[src/rtl/clock_time_controller.sv]
`default_nettype none
// ============================================================================
// Module      : clock_time_controller
// Description : HH:MM:SS run/set sequencer for a 24-hour clock, with a blink
//               qualifier for the field being set and an optional hourly chime
//               (enabled by defining CHIME_EN).
// Revision    : 1.0 - initial release
// ============================================================================
module clock_time_controller #(
    parameter int unsigned BLINK_CYCLES = 12500000,
    parameter int unsigned CHIME_SECS   = 3
) (
    input  logic       CLK_50M,
    input  logic       CLR,
    input  logic       TICK_1HZ,
    input  logic       BTN_MODE,
    input  logic       BTN_INC,
    output logic [4:0] HOUR,
    output logic [5:0] MIN,
    output logic [5:0] SEC,
    output logic [1:0] MODE,
    output logic       BLINK,
    output logic       CHIME
);

    localparam int unsigned c_CNT_W = (BLINK_CYCLES > 1) ? $clog2(BLINK_CYCLES) : 1;
    localparam logic [c_CNT_W-1:0] c_BLINK_MAX = c_CNT_W'(BLINK_CYCLES - 1);

    typedef enum logic [1:0] {
        ST_RUN      = 2'd0,
        ST_SET_HOUR = 2'd1,
        ST_SET_MIN  = 2'd2
    } state_t;

    state_t             state_q, state_d;
    logic [4:0]         hour_q, hour_d;
    logic [5:0]         min_q, min_d;
    logic [5:0]         sec_q, sec_d;
    logic               blink_q, blink_d;
    logic [c_CNT_W-1:0] cnt_q, cnt_d;
    logic               w_cnt_done;

    assign w_cnt_done = (cnt_q == c_BLINK_MAX);

    always_ff @(posedge CLK_50M) begin
        if (CLR) begin
            state_q <= ST_RUN;
            hour_q  <= 5'd0;
            min_q   <= 6'd0;
            sec_q   <= 6'd0;
            blink_q <= 1'b0;
            cnt_q   <= '0;
        end else begin
            state_q <= state_d;
            hour_q  <= hour_d;
            min_q   <= min_d;
            sec_q   <= sec_d;
            blink_q <= blink_d;
            cnt_q   <= cnt_d;
        end
    end

    always_comb begin
        state_d = state_q;
        hour_d  = hour_q;
        min_d   = min_q;
        sec_d   = sec_q;
        blink_d = blink_q;
        cnt_d   = cnt_q;
        case (state_q)
            ST_RUN: begin
                blink_d = 1'b0;
                cnt_d   = '0;
                if (TICK_1HZ) begin
                    if (sec_q == 6'd59) begin
                        sec_d = 6'd0;
                        if (min_q == 6'd59) begin
                            min_d  = 6'd0;
                            hour_d = (hour_q == 5'd23) ? 5'd0 : hour_q + 5'd1;
                        end else begin
                            min_d = min_q + 6'd1;
                        end
                    end else begin
                        sec_d = sec_q + 6'd1;
                    end
                end
                // The tick's MIN/HOUR carries survive; only SEC is cleared.
                if (BTN_MODE) begin
                    state_d = ST_SET_HOUR;
                    sec_d   = 6'd0;
                    blink_d = 1'b1;
                end
            end
            ST_SET_HOUR: begin
                if (BTN_MODE) begin
                    state_d = ST_SET_MIN;
                    blink_d = 1'b1;
                    cnt_d   = '0;
                end else if (BTN_INC) begin
                    hour_d  = (hour_q == 5'd23) ? 5'd0 : hour_q + 5'd1;
                    blink_d = 1'b1;
                    cnt_d   = '0;
                end else if (w_cnt_done) begin
                    blink_d = ~blink_q;
                    cnt_d   = '0;
                end else begin
                    cnt_d = cnt_q + c_CNT_W'(1);
                end
            end
            ST_SET_MIN: begin
                if (BTN_MODE) begin
                    state_d = ST_RUN;
                    blink_d = 1'b0;
                    cnt_d   = '0;
                end else if (BTN_INC) begin
                    min_d   = (min_q == 6'd59) ? 6'd0 : min_q + 6'd1;
                    blink_d = 1'b1;
                    cnt_d   = '0;
                end else if (w_cnt_done) begin
                    blink_d = ~blink_q;
                    cnt_d   = '0;
                end else begin
                    cnt_d = cnt_q + c_CNT_W'(1);
                end
            end
            default: begin
                state_d = ST_RUN;
                blink_d = 1'b0;
                cnt_d   = '0;
            end
        endcase
    end

    assign HOUR  = hour_q;
    assign MIN   = min_q;
    assign SEC   = sec_q;
    assign MODE  = state_q;
    assign BLINK = blink_q;

`ifdef CHIME_EN
    localparam logic [5:0] c_CHIME_SECS = 6'(CHIME_SECS);

    logic armed_q, armed_d;
    logic chime_q, chime_d;
    logic w_min_wrap;

    // Only a running tick that rolls the minute over arms the chime.
    assign w_min_wrap = (state_q == ST_RUN) && TICK_1HZ &&
                        (sec_q == 6'd59) && (min_q == 6'd59);

    always_comb begin
        armed_d = armed_q;
        if (BTN_MODE) begin
            armed_d = 1'b0;
        end else if (w_min_wrap) begin
            armed_d = 1'b1;
        end else if (sec_d == c_CHIME_SECS) begin
            armed_d = 1'b0;
        end
        chime_d = armed_d && (sec_d < c_CHIME_SECS);
    end

    always_ff @(posedge CLK_50M) begin
        if (CLR) begin
            armed_q <= 1'b0;
            chime_q <= 1'b0;
        end else begin
            armed_q <= armed_d;
            chime_q <= chime_d;
        end
    end

    assign CHIME = chime_q;
`else
    assign CHIME = 1'b0;
`endif

endmodule
`default_nettype wire

[config.mk]
export PLATFORM = sky130hd
export DESIGN_NAME = clock_time_controller
export DESIGN_NICKNAME = d
export VERILOG_FILES = /design/src/rtl/clock_time_controller.sv
export SDC_FILE = /design/constraint.sdc
export NUM_CORES = 1
export LEC_CHECK = 0
export CAP_MARGIN = 20
export CORE_MARGIN = 1
export CORE_UTILIZATION = 54
export DETAILED_ROUTE_END_ITERATION = 10
export PLACE_DENSITY = 0.81
export SLEW_MARGIN = 25
export SYNTH_ARGS = -nofsm -noshare
export SYNTH_HDL_FRONTEND = slang
export SYNTH_SLANG_ARGS = --single-unit
[constraint.sdc]
create_clock -name CLK_50M -period 3.7 [get_ports CLK_50M]
set_input_delay 0.37 -clock CLK_50M [delete_from_list [all_inputs] [get_ports CLK_50M]]
set_output_delay 0.37 -clock CLK_50M [all_outputs]
set_load 0.02 [all_outputs]
=== Word-level counts from Yosys, hierarchy flattened ===
Cells that the tools add are included.

* Register bits after elaboration: 44
* Input port bits: 5
* Output and inout bits: 21
* Logic and storage cells: 64

* $add $sub $neg: 4
* Equal/unequal tests: 16
* Muxes and demuxes: 26
* Bitwise gates (word level): 2
* Reduce and logical (&&, ||, !) cells: 10

{| class="wikitable"
|+ Operator list
! cell !! count
|-
| $mux 6 || 8
|-
| $mux 5 || 6
|-
| $add 24x1->24 const B || 1
|-
| $eq 24x24->1 const B || 1
|-
| $ne 2x2->1 const B || 10
|-
| $add 6x1->6 const B || 2
|-
| $eq 6x6->1 const B || 2
|-
| $pmux 6 s2 || 1
|-
| $pmux 5 s2 || 1
|-
| $mux 2 || 3
|-
| $pmux 2 s3 || 1
|-
| $reduce_and 6->1 || 1
|-
| $reduce_bool 2->1 || 3
|-
| $add 5x1->5 const B || 1
|-
| $eq 5x5->1 const B || 1
|-
| $mux 1 || 5
|-
| $reduce_and 5->1 || 1
|-
| $reduce_or 5->1 || 1
|-
| $pmux 1 s3 || 1
|-
| $reduce_and 3->1 || 1
|-
| $eq 2x1->1 const B || 1
|-
| $eq 2x2->1 const B || 1
|-
| $logic_not 2->1 || 1
|-
| $not 1->1 || 2
|-
| other kinds (2) || 2
|}

=== Logic depth before layout (Yosys ltp) ===
Gate-level depths: netlist (run 1).

* Depth in word-level cells: 6
* Depth in mapped cells: 6
* Depth with buffers taken out: 6

=== Worst setup path before layout (run 1) ===
Ideal clock, no wire load.

* Path kind: register to register
* Start: register sec_q[0], in the netlist SEC[0]
* End: register hour_q[3], in the netlist HOUR[3]
* Arrival time: 2.055 ns
* Slack: 1.574 ns
* Cell stages (with the launch flop): 7
* Period minus slack after synthesis: 2.126 ns
* Path through: dfxtp_1 -> ha_1 -> nand4b_4 -> or4_1 -> buf_2 -> a211oi_1 -> mux2i_1

* Word-level cells in the longest chain between the ends: 3

{| class="wikitable"
|+ Ends and longest elaborated chain
! item !! RTL line !! RTL
|-
| start: declaration || 38 || <nowiki>logic [5:0] sec_q, sec_d;</nowiki>
|-
| start signal: assignment || 50 || <nowiki>sec_q <= 6'd0;</nowiki>
|-
| start signal: assignment || 57 || <nowiki>sec_q <= sec_d;</nowiki>
|-
| $eq 6x6->1 || 75 || <nowiki>if (sec_q == 6'd59) begin</nowiki>
|-
| $ne 2x2->1 (no line) || n/a ||
|-
| $reduce_and 6->1 (no line) || n/a ||
|-
| end signal: assignment || 55 || <nowiki>hour_q <= hour_d;</nowiki>
|-
| end: declaration || 36 || <nowiki>logic [4:0] hour_q, hour_d;</nowiki>
|}

No other way between the ends.
A chain may end at the register's enable or synchronous reset.

=== Worst setup path in the final report (run 1) ===
Same ends and word-level chain as after synthesis.

==> results by group, run 1 <==
Outcome
  – Outcome: complete, no violations

Global routing
  – First-pass GRT wire length: approximately 8.7 mm
  – Pin count of the biggest net entering global routing: 25
  – Total Routing Usage GR: 0.250
  – GRT overflow: 0
  – Vias in the first global route: 1933
  – Initial antenna violation count: 0

Worst setup path
  – Arrival @ worst endpoint: between 2 and 3 ns
  – Worst reg2reg path startpoint: SEC[0]$_SDFFE_PP0P_
  – CP startpoint kind: register
  – Worst setup path start: SEC[0]$_SDFFE_PP0P_
  – Critical Path End: HOUR[3]$_SDFFE_PP0P_
  – CP Class: reg -> reg
  – R2R setup slack: about 1.4 ns
  – Crit path max fanout: 7
  – R2R depth: 5
  – R2R Path End: HOUR[3]$_SDFFE_PP0P_
  – Worst EP required: slightly below 4 ns
  – CP Capture Type: register

Logic synthesis
  – Mean area per synthesized cell: roughly 8.4 µm²
  – Post-synth EDFFs: 0
  – Sequential cell area fraction in the yosys report: 0.364
  – Synth top area cells: dfxtp_1 36%, a21oi_1 4.3%, ha_1 4.1%
  – Yosys warnings: 0
  – Yosys top cell area share: 0.364
  – Syn Nets: approximately 300
  – Post-Synthesis Cells: between 200 and 300
  – Yosys reg bits: 44
  – Cell area after synthesis: roughly 0.0024 mm²
  – Post-synth ARST share: 0
  – Post-synth cell types: 53
  – Top_reg_cell synth: dfxtp_1
  – Area leader, netlist: dfxtp_1

Final layout
  – Commonest non-fill, non-tap cell in the layout: dfxtp_1
  – Share of cells above drive strength 1: 0.0719
  – N_diodes: 0
  – Layout area overhead: 16.0%
  – Layout Utilization: 0.678
  – Post-route cell area: between 0.002 and 0.003 mm²
  – Fillcell total: around 350
  – Final nets: 318
  – Commonest non-fill, non-tap cells in the layout: 44 x dfxtp_1, 26 x nor2_1, 24 x nand2_1, 24 x clkdlybuf4s50_1, 21 x a21oi_1

Run
  – Number of max-cap violations: 0

Route
  – Post-route ant nets: 0
  – DR vias: around 2200
  – Drt first pass iters: 5
  – Final WL: 5.27 mm
  – Number of remaining DRC errors: 0
  – Via/cell ratio: 6.21
  – Initial DRC count: around 230
  – Drt wl/cell: between 10 and 15 µm

CTS
  – Inserted Clock Buffers: 5
  – # hold bufs at CTS: 0
  – Root buffer cell: clkbuf_8
  – Clk sinks: 44
  – Reg clk slew, reported paths: about 0.090 ns
  – Postcts setup bufs: 0
  – CTS max path bufs: 2
  – TritonCTS clock tree: yes
  – Post-cts resize count: 0
  – Worst skew pair latency: 0.31 ns
  – # H-tree levels: 2

Power and ir drop
  – Tot Pwr: between 1 and 1.5 mW
  – Peak VDD IR: approximately 0.32 mV
  – Leakage: roughly 0.95 nW
  – PwrDens: ~400 mW/mm²

Floorplan
  – Die ar.: roughly 0.0048 mm²
  – I/O pins: 26
  – Cell row count: 23
  – Core box area: 0.00414 mm²
  – Die H: between 60 and 70 µm
  – Initial core utilization: 0.584
  – Die Width: 68.9 µm

Timing
  – Worst-Margin Slew: ~0.64 ns
  – Post-layout min period: 2.26 ns
  – Max Freq: about 0.44 GHz
  – Fin crit share: 0.611
  – Final hold vios: 0
  – Final setup viols: 0
  – Relative slew slack: 0.569
  – Setup Skew: between 0.01 and 0.015 ns
  – RSZ-0062 raised after global routing: false
  – Sum Neg Setup Slack: 0 ns
  – Final Max Tran Viols: 0

Worst hold path
  – Hold Crit Class: reg -> reg

Place
  – Placed cell area: between 0.002 and 0.003 mm²
  – Post-DP HPWL: approximately 3.6 mm
  – Number of buffers added on ports: 24
  – RePlAce Congestion: 0.915
## layer usage
layer | GRT usage | vias up | part of all wire
li1 | - | 1093 | -
met1 | 0.347 | 1038 | 0.49
met2 | 0.356 | 72 | 0.44
met3 | 0.0773 | 8 | 0.058
met4 | 0.0969 | 0 | 0.017
met5 | 0 | - | 0
## logic make-up (layout without fill, tap and decap cells)
group | count (synthesis) | after routing | synth area share
buffers and inverters | 28 | 46 | 0.0553
adders and majority gates | 8 | 8 | 0.0414
other | 1 | 1 | 0.00155
DFF | 44 | 44 | 0.364
xor gates and xnor gates | 13 | 13 | 0.0471
and+or+nand+nor | 122 | 122 | 0.282
AOI/OAI and AO/OA | 68 | 68 | 0.191
muxes | 4 | 4 | 0.0171
## layout make-up
| class | count | area, µm² | area share |
|---|---|---|---|
| Clock buffer | 5 | 68.8 | 0.0245 |
| Clock inverter | 3 | 90.1 | 0.0321 |
| Inverter | 12 | 45.0 | 0.0160 |
| Multi-Input combinational cell | 216 | 1410 | 0.500 |
| Sequential cell | 44 | 881 | 0.314 |
| Tap cell | 50 | 62.6 | 0.0223 |
| Timing Repair Buffer | 26 | 255 | 0.0909 |
## critical path, stage by stage (launching register included)
cell and delay [ns]:
dfxtp_1 0.45, ha_1 0.33, nand4b_4 0.14, or4_1 0.68, a211oi_1 0.37, mux2i_1 0.21
## flip-flops by register name (all words and copies together), names as in the netlist
signal and cells:
BLINK 1, MODE 2, SEC 6, cnt_q 24, MIN 6, HOUR 5
## report_power, final
group          leakage [nW]  switching, mW  internal [mW]
registers             0.356         0.0127          0.483
logic                 0.515         0.0771         0.0489
clock network        0.0784          0.174          0.338
total                 0.949          0.264          0.869
## Yosys cell counts (all sizes together) (3+ instances only)
master and count:
and4 6, nand3 15, xnor2 5, or4 9, nand4 11, inv 12, ha 8, clkbuf 10
nor2 26, a21oi 21, o21ai 14, a31o 3, o31ai 7, buf 6, xor2 8, a311oi 4
or3 4, nand2 24, and2 6, nand3b 4, dfxtp 44, mux2i 3, and3 6, nand4b 3
## through the flow
stage	setup WS (ns)	hold slack, ns	instances
2_1_floorplan	1.57	0.422	288
3_3_place_gp	1.29	0.438	348
3_5_place_dp	1.25	0.460	348
4_1_cts	1.45	0.478	356
5_1_grt	1.32	0.493	356
6_report	1.44	0.478	356
## how the worst min path moves through the flow
stage / slack [ns] / cells past startpoint / to / start
2_1_floorplan: 0.42 / 1 / cnt_q[0]$_SDFF_PP0_ / cnt_q[0]$_SDFF_PP0_
3_3_place_gp: 0.44 / 1 / cnt_q[0]$_SDFF_PP0_ / cnt_q[0]$_SDFF_PP0_
3_5_place_dp: 0.46 / 1 / cnt_q[0]$_SDFF_PP0_ / cnt_q[0]$_SDFF_PP0_
4_1_cts: 0.48 / 1 / cnt_q[0]$_SDFF_PP0_ / cnt_q[0]$_SDFF_PP0_
5_1_grt: 0.49 / 1 / cnt_q[0]$_SDFF_PP0_ / cnt_q[0]$_SDFF_PP0_
6_report: 0.48 / 1 / cnt_q[0]$_SDFF_PP0_ / cnt_q[0]$_SDFF_PP0_
Power figures use the tool's default switching activity.
==> run 2, diff against run 1 <==
clock period = 2.2 ns   (was 3.7 ns; I/O delays follow)
==> run 2 against run 1 <==
Net effect:
- die area unchanged
- worst setup slack got worse by 1.3 ns
- critical path depth unchanged
- register-to-register slack got worse by 1.3 ns
- sequential share of layout area decreased by 0.76 points
- highest routed layer unchanged
==> results by group, run 2 (synthesized netlist as in run 1, its figures left out) <==
Outcome
  – Outcome: complete, no violations

Worst setup path
  – Arrival @ worst endpoint: 2.32 ns (-0.18 ns)
  – Crit path max fanout: 6 (-1)
  – Worst path top cell family by delay: simple AND/OR/NAND/NOR gates
  – Cells along the critical path: ha_1 > nand4b_4 > or4_1 > a211oi_2 > mux2i_1
  – R2R depth: 5 (unchanged)
  – WP buf/inv: 0 (unchanged)
  – R2R setup slack: 0.10 ns (-1.34 ns)
  – CP max-delay cell: or4_1
  – Max incr delay on CP: 0.68 ns (about the same)
  – R2R Path End: HOUR[4]$_SDFFE_PP0P_
  – CP startpoint kind: register
  – Worst reg2reg path startpoint: SEC[1]$_SDFFE_PP0P_
  – CP Capture Type: register
  – CP Class: reg -> reg
  – Worst EP required: 2.42 ns (-1.52 ns)

CTS
  – Root buffer cell: clkbuf_8
  – CTS max path bufs: 2 (unchanged)
  – Worst skew pair latency: 0.30 ns (about the same)
  – # hold bufs at CTS: 0 (unchanged)
  – Inserted Clock Buffers: 5 (unchanged)
  – Reg clk slew, reported paths: 0.08 ns (about the same)
  – Clk sinks: 44 (unchanged)
  – Postcts setup bufs: 0 (unchanged)
  – TritonCTS clock tree: yes
  – # H-tree levels: 2 (unchanged)

Route
  – Via/cell ratio: 6.01 (-3.3%)
  – Number of remaining DRC errors: 0 (unchanged)
  – Initial DRC count: 188 (-17%)
  – Drt wl/cell: 14.7 µm (-0.36%)
  – Drt first pass iters: 4 (-1)
  – DR vias: 2204 (-0.32%)
  – Post-route ant nets: 0 (unchanged)
  – Final WL: 5.41 mm (+2.7%)

Place
  – Number of buffers added on ports: 24 (unchanged)
  – Post-DP HPWL: 3.78 mm (+3.9%)
  – RePlAce Congestion: 0.893 (-2.4%)
  – Dpl ws: -0.0827 ns (-1.33 ns)

Worst hold path
  – Worst hold endpoint: cnt_q[0]$_SDFF_PP0_
  – Hold_sp: cnt_q[0]$_SDFF_PP0_
  – WHS Path Cells: 1 (unchanged)
  – Hold Crit Class: reg -> reg

Timing
  – Fin crit share: 0.954 (+0.343)
  – Final setup viols: 0 (unchanged)
  – Worst hold margin: 0.467 ns (-0.0108 ns)
  – Post-layout min period: 2.10 ns (-0.163 ns)
  – Max Freq: 0.476 GHz (+7.8%)
  – Final hold vios: 0 (unchanged)
  – Final worst setup slack: 0.101 ns (-1.34 ns)
  – RSZ-0062 raised after global routing: false
  – Final Max Tran Viols: 0 (unchanged)
  – Setup Skew: 0.00641 ns (-0.00450 ns)
  – Sum Neg Setup Slack: 0 ns (unchanged)

Global routing
  – First-pass GRT wire length: 8.40 mm (-3.8%)
  – GRT overflow: 0 (unchanged)
  – Vias in the first global route: 1876 (-2.9%)
  – Pin count of the biggest net entering global routing: 25 (unchanged)
  – Total Routing Usage GR: 0.237 (-0.0126)
  – Initial antenna violation count: 0 (unchanged)

Power and ir drop
  – Peak VDD IR: 0.449 mV (+41%)
  – PwrDens: 624 mW/mm² (+55%)
  – Leakage: 0.995 nW (+4.9%)

Floorplan
  – Die ar.: 0.00475 mm² (unchanged)
  – Core box area: 0.00414 mm² (unchanged)
  – I/O pins: 26 (unchanged)
  – Initial core utilization: 0.584 (unchanged)
  – Cell row count: 23 (unchanged)
  – Die H: 68.9 µm (unchanged)
  – Die Width: 68.9 µm (unchanged)

Final layout
  – Layout area overhead: 18.9%
  – Max reg flops: 24 (unchanged)
  – Biggest register: cnt_q
  – Share of cells above drive strength 1: 0.110 (+0.0385)
  – N_diodes: 0 (unchanged)
  – Commonest non-fill, non-tap cells in the layout: 44 x dfxtp_1, 26 x nor2_1, 24 x nand2_1, 24 x clkdlybuf4s50_1, 21 x a21oi_1
  – Commonest non-fill, non-tap cell in the layout: dfxtp_1
  – Final nets: 330 (+3.8%)

Run
  – Number of max-cap violations: 0 (unchanged)
[run 2: changes by cell type in the layout (fill, tap and decap cells not counted), sizes merged]
cell	change
buf	+12
bufinv	-1
[run 2: final cells by class]
cell class                 count  area [µm²]
clock buffer                   5        68.8
clock inverter                 2        60.1
tap                           50        62.6
inverter                      12        45.0
fill                         336        1270
sequential                    44         881
multi-input combinational    216        1420
timing repair buffer          38         345
[run 2: how the worst max path moves through the flow]
stage	start	cells after the start	slack [ns]	end
after CTS	SEC[1]$_SDFFE_PP0P_	5	0.03	HOUR[4]$_SDFFE_PP0P_
after detailed placement	TICK_1HZ	5	-0.08	HOUR[4]$_SDFFE_PP0P_
after floorplan	SEC[0]$_SDFFE_PP0P_	6	0.07	HOUR[3]$_SDFFE_PP0P_
after global routing	SEC[1]$_SDFFE_PP0P_	5	0.01	HOUR[4]$_SDFFE_PP0P_
after global placement	TICK_1HZ	5	0.06	HOUR[3]$_SDFFE_PP0P_
final	SEC[1]$_SDFFE_PP0P_	5	0.10	HOUR[4]$_SDFFE_PP0P_
[run 2: power by group]
group,total [mW],switching (mW),internal [mW]
registers,0.832,0.0196,0.812
logic,0.234,0.140,0.0940
clock network,0.730,0.282,0.447
total,1.80,0.442,1.35
[run 2: metal layers]
layer  wire length [µm]  GRT usage  up-vias
met5                  0          0        -
met4                 59     0.0842        0
met3                169     0.0411        5
met2               2400      0.371       41
met1               2780      0.324     1043
li1                   -          -     1115
[run 2: per-stage QoR]
step | std cells | cell area, µm² | power, mW | util
global route | 367 | 2880 | 1.86 | 0.694
floorplan | 288 | 2420 | 0.990 | -
global placement | 360 | 2740 | 1.07 | 0.661
CTS | 367 | 2870 | 1.80 | 0.692
finish | 367 | 2880 | 1.80 | 0.694
detailed placement | 360 | 2740 | 1.08 | 0.661
[run 2: worst register-to-register path, cell delays in order, from the launching register on]
cell and delay (ns):
dfxtp_1 0.42, ha_1 0.25, nand4b_4 0.12, or4_1 0.68, a211oi_2 0.33, mux2i_1 0.22
[run 2: what timing repair did]
item	4_1_cts	5_1_grt
hold endpoints to repair	0	0
setup endpoints to repair	0	2
gates resized for setup	0	2
